## config.mk

```make
export PLATFORM = sky130hd
export DESIGN_NAME = prim_share_masker
export DESIGN_NICKNAME = d
export VERILOG_FILES = /design/src/rtl/prim_share_masker_pkg.sv /design/src/rtl/prim_share_masker_lfsr.sv /design/src/rtl/prim_share_masker.sv
export SDC_FILE = /design/constraint.sdc
export NUM_CORES = 1
export LEC_CHECK = 0
export CAP_MARGIN = 10
export CORE_MARGIN = 2
export CORE_UTILIZATION = 55
export CTS_BUF_LIST = sky130_fd_sc_hd__clkbuf_8
export DETAILED_ROUTE_END_ITERATION = 7
export DONT_BUFFER_PORTS = 1
export GPL_TIMING_DRIVEN = 0
export PLACE_DENSITY_LB_ADDON = 0.15
export SLEW_MARGIN = 5
export SYNTH_ARGS = -nofsm -noshare
export SYNTH_HDL_FRONTEND = slang
export SYNTH_SLANG_ARGS = --single-unit
```

## constraint.sdc

```tcl
create_clock -name clk_i -period 3.1 [get_ports clk_i]
set_input_delay 0.62 -clock clk_i [delete_from_list [all_inputs] [get_ports clk_i]]
set_output_delay 0.62 -clock clk_i [all_outputs]
set_load 0.05 [all_outputs]
```

## src/rtl/prim_share_masker_pkg.sv

```systemverilog
// Shared constants and state encoding for the Boolean share masker.
// Latency: n/a (declarations only).
// Backpressure: n/a (declarations only).
package prim_share_masker_pkg;

  // Default mask width and LFSR configuration.
  localparam int unsigned DefaultWidth    = 32;
  localparam logic [31:0] DefaultLfsrPoly = 32'h80200003;
  localparam logic [31:0] DefaultLfsrSeed = 32'h00000001;

  // Sparse one-hot state codes. Any other code is treated as a fault.
  localparam logic [2:0] StNeedSeed = 3'b001;
  localparam logic [2:0] StRun      = 3'b010;
  localparam logic [2:0] StError    = 3'b100;

  typedef enum logic [2:0] {
    NeedSeed = StNeedSeed,
    Run      = StRun,
    Error    = StError
  } state_e;

endpackage

```

## src/rtl/prim_share_masker_lfsr.sv

```systemverilog
// Galois LFSR mask source with reseed mux and all-zero seed substitution.
// Latency: new state visible one cycle after step_i or seed_valid_i.
// Backpressure: none; advances only when step_i is asserted, and reseed wins over step.
module prim_share_masker_lfsr
  import prim_share_masker_pkg::*;
#(
  parameter int unsigned      Width       = DefaultWidth,
  parameter logic [Width-1:0] LfsrPoly    = Width'(DefaultLfsrPoly),
  parameter logic [Width-1:0] DefaultSeed = Width'(DefaultLfsrSeed)
) (
  input  logic             clk_i,
  input  logic             rst_i,
  input  logic             step_i,
  input  logic             seed_valid_i,
  input  logic [Width-1:0] seed_i,
  output logic [Width-1:0] state_o,
  output logic             zero_o
);

  logic [Width-1:0] lfsr_q;
  logic [Width-1:0] lfsr_next;
  logic [Width-1:0] seed_sub;

  // One right-shift Galois step; feedback taps applied when the shifted-out bit is 1.
  always_comb begin
    lfsr_next = (lfsr_q >> 1) ^ (lfsr_q[0] ? LfsrPoly : '0);
  end

  // An all-zero seed would lock the LFSR, so substitute the default seed.
  always_comb begin
    seed_sub = (seed_i == '0) ? DefaultSeed : seed_i;
  end

  // Mask state register: reseed has priority over the per-word advance.
  always_ff @(posedge clk_i or posedge rst_i) begin
    if (rst_i) begin
      lfsr_q <= DefaultSeed;
    end else if (seed_valid_i) begin
      lfsr_q <= seed_sub;
    end else if (step_i) begin
      lfsr_q <= lfsr_next;
    end
  end

  assign state_o = lfsr_q;
  // A zero state can only arise from corruption; the owner treats it as a fault.
  assign zero_o  = (lfsr_q == '0);

endmodule

```

## src/rtl/prim_share_masker.sv

```systemverilog
// Splits each plaintext word into two XOR shares using a fresh LFSR mask (optional macro PRIM_SHARE_MASKER_SELFCHECK_EN).
// Latency: 1 cycle from accepted word to share_valid_o; full throughput while share_ready_i is high.
// Backpressure: data_ready_o drops while held shares are not taken; shares stay stable until share_ready_i.
module prim_share_masker
  import prim_share_masker_pkg::*;
#(
  parameter int unsigned      Width       = DefaultWidth,
  parameter logic [Width-1:0] LfsrPoly    = Width'(DefaultLfsrPoly),
  parameter logic [Width-1:0] DefaultSeed = Width'(DefaultLfsrSeed),
  parameter logic             RequireSeed = 1'b1
) (
  input  logic             clk_i,
  input  logic             rst_i,
  input  logic             data_valid_i,
  output logic             data_ready_o,
  input  logic [Width-1:0] data_i,
  input  logic             seed_valid_i,
  input  logic [Width-1:0] seed_i,
  output logic             share_valid_o,
  input  logic             share_ready_i,
  output logic [Width-1:0] share0_o,
  output logic [Width-1:0] share1_o,
  output logic             err_o
);

  localparam state_e ResetState = RequireSeed ? NeedSeed : Run;

  state_e           state_q;
  state_e           state_d;
  logic             accept;
  logic             seed_take;
  logic             lfsr_zero;
  logic             selfcheck_fail;
  logic [Width-1:0] mask;

  // New words are taken only in Run, and only when the output slot is free or draining.
  assign data_ready_o = (state_q == Run) && (!share_valid_o || share_ready_i);
  assign accept       = data_valid_i && data_ready_o;
  // Reseeding a faulted block would hide the fault, so it is ignored in Error.
  assign seed_take    = seed_valid_i && (state_q != Error);
  assign err_o        = (state_q == Error);

  prim_share_masker_lfsr #(
    .Width       (Width),
    .LfsrPoly    (LfsrPoly),
    .DefaultSeed (DefaultSeed)
  ) u_lfsr (
    .clk_i        (clk_i),
    .rst_i        (rst_i),
    .step_i       (accept),
    .seed_valid_i (seed_take),
    .seed_i       (seed_i),
    .state_o      (mask),
    .zero_o       (lfsr_zero)
  );

`ifdef PRIM_SHARE_MASKER_SELFCHECK_EN
  logic [Width-1:0] shadow_q;

  // Keep the plaintext of the word currently held in the share registers.
  always_ff @(posedge clk_i or posedge rst_i) begin
    if (rst_i) begin
      shadow_q <= '0;
    end else if (accept) begin
      shadow_q <= data_i;
    end
  end

  assign selfcheck_fail = share_valid_o && ((share0_o ^ share1_o) != shadow_q);
`else
  assign selfcheck_fail = 1'b0;
`endif

  // Control FSM: wait for the first seed, run, and latch any fault until reset.
  always_comb begin
    state_d = state_q;
    case (state_q)
      NeedSeed: if (seed_valid_i) state_d = Run;
      Run:      if (lfsr_zero || selfcheck_fail) state_d = Error;
      Error:    state_d = Error;
      default:  state_d = Error;
    endcase
  end

  // State register.
  always_ff @(posedge clk_i or posedge rst_i) begin
    if (rst_i) begin
      state_q <= ResetState;
    end else begin
      state_q <= state_d;
    end
  end

  // Share registers: load both shares together so a mask never leaves unpaired;
  // valid drops on a handshake with no replacement word.
  always_ff @(posedge clk_i or posedge rst_i) begin
    if (rst_i) begin
      share_valid_o <= 1'b0;
      share0_o      <= '0;
      share1_o      <= '0;
    end else if (accept) begin
      share_valid_o <= 1'b1;
      share0_o      <= data_i ^ mask;
      share1_o      <= mask;
    end else if (share_valid_o && share_ready_i) begin
      share_valid_o <= 1'b0;
    end
  end

endmodule

```

Word level (Yosys, flattened, before mapping)
Index checks and enable logic that the tools add are counted.
{ "classes": {"muxes": 9, "bitwise_logic": 2, "eq_ne": 6, "n_reduce_logical": 11} }
{ "op_table": {"columns": ["cell", "n"], "rows": [
  ["$mux 32", 4],
  ["$logic_not 32->1", 2],
  ["$xor 31x32->32", 1],
  ["$xor 32x32->32", 1],
  ["$mux 3", 2],
  ["$pmux 3 s2", 1],
  ["$logic_and 1x1->1", 4],
  ["$ne 2x2->1 const B", 2],
  ["$reduce_bool 2->1", 2],
  ["$eq 3x1->1 const B", 1],
  ["$eq 3x2->1 const B", 1],
  ["$eq 3x3->1 const B", 1],
  ["$ne 3x3->1 const B", 1],
  ["$mux 1", 2],
  ["$reduce_and 2->1", 1],
  ["$logic_not 1->1", 1],
  ["$logic_or 1x1->1", 1]
]} }
{ "totals": {"output_inout_bits": 67, "inputBits": 69, "wordCells": 33, "regBits": 100} }

Logic depth before layout (Yosys ltp)
{ "logic_depth": {"ltp_word": 6, "ltp_mapped": 7, "depth_no_buf": 6} }

Modules after synthesis
A second synthesis with hierarchy kept.
{ "unflattened": {"cells_unflattened": 356, "area_unflattened_um2": 4678.2} }
{ "modules_own_cells": {"columns": ["mod", "seq_area_each_um2", "n_inst", "cells_per_inst", "area_each_um2"], "rows": [
  ["prim_share_masker", 1702.9, 1, 187, 3017.9],
  ["prim_share_masker_lfsr", 802.0, 1, 169, 1660.3]
]} }

Worst setup path after synthesis
OpenSTA, ideal clock, no wires.
{ "synth_path": {"path_kind": "in2out", "from": "input share_ready_i", "to": "output data_ready_o", "arrival_ns": 1.495, "n_path_buf": 0, "required_ns": 2.480, "slack_ns": 0.985, "cell_stages": 3, "cell_sequence": "nand2b_1 > nand2_1 > nor2_1"} }
{ "synth_via": {"elab_chain_len": 2} }
{ "synth_lines": {"columns": ["item", "line_no", "rtl"], "rows": [
  ["start, declared", "prim_share_masker.sv:20", "input logic share_ready_i,"],
  ["$logic_or 1x1->1", "prim_share_masker.sv:37", "assign data_ready_o = (state_q == Run) && (!share_valid_o || share_ready_i);"],
  ["$logic_and 1x1->1", "prim_share_masker.sv:37", null],
  ["end, declared", "prim_share_masker.sv:15", "output logic data_ready_o,"]
]} }
Every way passes these cells.

Final worst setup path
{ "layout_path": {"from": "register share_valid_o", "to": "output data_ready_o"} }
{ "layout_via": {"elab_chain_len": 3} }
{ "layout_lines": {"columns": ["item", "line_no", "rtl"], "rows": [
  ["start, declared", "prim_share_masker.sv:19", "output logic share_valid_o,"],
  ["start signal, assigned", "prim_share_masker.sv:98", "share_valid_o <= 1'b0;"],
  ["start signal, assigned", "prim_share_masker.sv:102", "share_valid_o <= 1'b1;"],
  ["start signal, assigned", "prim_share_masker.sv:106", "share_valid_o <= 1'b0;"],
  ["$logic_not 1->1", "prim_share_masker.sv:37", null],
  ["$logic_or 1x1->1", "prim_share_masker.sv:37", null],
  ["$logic_and 1x1->1", "prim_share_masker.sv:37", null]
]} }
Every way passes these cells.

==> run metrics <==
fraction of registers with async set/reset 100%; Post-CTS Hold Buffers 0; Die Y approximately 94 microns; EDFF count, synth 0; crit-path cells nand2b_1 > nand2_1 > nor2_1; Core Area between 7000 and 8000 sq um; Mean Syn Cell Area 11.5 sq um; post-CTS setup repair buffer count 0; post-route cell area between 4000 and 5000 sq um; Tmin final around 2600 ps; area growth from synthesis to final layout 8.92%; Clk Latency, worst-skew pair around 360 ps; cell area after synthesis between 4000 and 5000 sq um; post-route ant nets 0; GP Congestion ~0.77; Slew Limit Fails 0; Final HPWL DP roughly 7700 microns; Slew headroom a little under two fifths; CTS max path bufs 2; fmax between 300 and 400 MHz; status completed; Final Hold Fails 0; static leakage between 2 and 2.5 nW; register area share after synthesis between 50% and 60%; CTS Buf Count 9; Synth Flop Type dfrtp_1; Crit Path Class flop to output port; critical register-to-register path startpoint state_q[2]; unrepaired setup endpoints after global routing no; CP peak stage delay 670 ps; share of cells above drive strength 1 between 10% and 20%; Hold WC Path Type primary input to asynchronous set/reset pin; critical path endpoint data_ready_o; # clock sinks 100; Layout fillers approximately 620; crit path capture type output port; clock skew roughly 9 ps; Worst Path Required 2480 ps; Worst Setup Start Kind flop; Antenna Cells 0; Reg2Reg Depth 6; via count between 2000 and 3000; Max VDD drop about 290 uV; largest net degree at the start of global routing about 40; IO Count roughly 140; met3 Usage GRT 7.54%; vias in the first global route about 3100; Max-cap violations 0; TritonCTS clock tree yes; most common cell in the netlist dfrtp_1; leading post-synthesis cells by cell area dfrtp_1 55%, mux2i_1 7.2%, xnor2_1 6.3%, o21ai_0 6.0%, nand2_1 5.6%; Net Count, Synth 460; Yosys reg bits 100; grt ovf 0; Vias/cell 5.86; Routed WL 10200 microns; CTS clk-pin slew, worst paths about 100 ps; Post-route DRC 0; setup_tns 0 ps; GRT Max-Usage Layer met2; first drt pass iteration count 4; floorplan row count 32; area leader, netlist dfrtp_1; initial antenna violation count 0; warnings from Yosys 0; Setup crit start share_valid_o; reg2reg end u_lfsr.state_o[9]; Crit. path cell count 3; Top delay family on crit path simple AND/OR/NAND/NOR gates; Buf/Inv on CP 0; Layout Nets approximately 470; Mapped Cells just under 400; R2R Setup Slk about 900 ps; Die ar. about 8900 sq um; final setup fails 0; synth unique cells 30; IO buf count 0; met1 Use GR roughly 31%; GRT Util Overall 24.3%; CTS resizes 0; Initial Utilization around 57%; Placed Area approximately 4600 sq um; met2 Track Usage GR between 30 and 40%; first-pass GRT wire length roughly 16000 microns; measured slew at the worst slew-check pin ~920 ps; Initial DRC Count 106; Worst Path Arrival roughly 1900 ps; final worst-path cycle share just over 80%; critical path's slowest cell nor2_1; critical path fanouts, max 3; routed len/inst ~20 microns; most frequent cells after synthesis 98 x dfrtp_1, 67 x nand2_1, 54 x o21ai_0, 32 x mux2i_1, 32 x xnor2_1; ratio of total power to cell area between 600 and 700 nW/um^2; htree depth 3; Die Wd between 90 and 100 microns; clock root cell clkbuf_8; Yosys top cell area share 54.8%
==> layer usage <==
metal	vias up	share of wire, %	wire length (microns)
met4	0	1.6	159
met2	112	48	4910
met5	-	0	0
met3	14	8.3	847
met1	1495	42	4330
li1	1369	-	-
==> registers in the layout, indices dropped and copies added (netlist names) <==
signal          cells
share0_o           32
share1_o           32
share_valid_o       1
state_q             3
u_lfsr.state_o     32
==> layout by cell type, fill, tap and decap left out, drive strengths merged, types with 3 or more instances in the layout <==
| master | count |
|---|---|
| buf | 11 |
| clkbuf | 24 |
| dfrtp | 98 |
| inv | 3 |
| mux2 | 30 |
| mux2i | 32 |
| nand2 | 67 |
| nand2b | 3 |
| nand4 | 4 |
| nor4 | 14 |
| o21ai | 66 |
| xnor2 | 32 |
==> kinds of logic after synthesis <==
| group | Yosys count | synth area share (%) |
|---|---|---|
| flip-flops | 100 | 56.0 |
| AND/OR/NAND/NOR | 99 | 10.7 |
| AO/OA/AOI/OAI | 69 | 7.83 |
| multiplexers | 62 | 15.5 |
| XOR/XNOR | 34 | 6.65 |
| buffers and inverters | 25 | 3.05 |
| adder cells (fa/ha/maj) | 1 | 0.279 |
==> area by class of cell <==
type                            count  area [sq um]  area share (%)
Sequential cell                   100          2500            51.4
Multi-Input combinational cell    265          1840            37.6
Buffer                             22           125            2.57
Clock inverter                      5          76.3            1.57
Tap cell                          102           128            2.62
Inverter                            3          15.0           0.308
Clock buffer                       11           151            3.10
Timing Repair Buffer                2          40.0           0.821
==> through the flow <==
| step | hold slack (ps) | power, mW | instances | setup slack (ps) | util, % |
|---|---|---|---|---|---|
| final | 266 | 2.96 | 510 | 549 | 62.5 |
| after global routing | 271 | 3.10 | 510 | 488 | 62.5 |
| after CTS | 272 | 2.98 | 510 | 530 | 62.5 |
| after detailed placement | 490 | 2.06 | 494 | 933 | 59.5 |
| after global placement | 490 | 2.04 | 492 | 790 | 59.0 |
| after floorplan | 453 | 1.97 | 390 | 985 | - |
==> power by group <==
part / total [mW] / switching (mW) / internal, mW
sequential: 1.78 / 0.360 / 1.42
combinational: 0.251 / 0.111 / 0.140
clock: 0.930 / 0.435 / 0.495
total: 2.96 / 0.907 / 2.06
==> worst min path at each step <==
| stage | to | depth (start not counted) |
|---|---|---|
| after global routing | state_q[0] | 1 |
| final | share0_o[20] | 1 |
| after detailed placement | state_q[0] | 1 |
| after global placement | state_q[0] | 1 |
| after floorplan | state_q[0] | 1 |
| after CTS | state_q[0] | 1 |
Note: power is estimated with default switching activity, not from simulation.
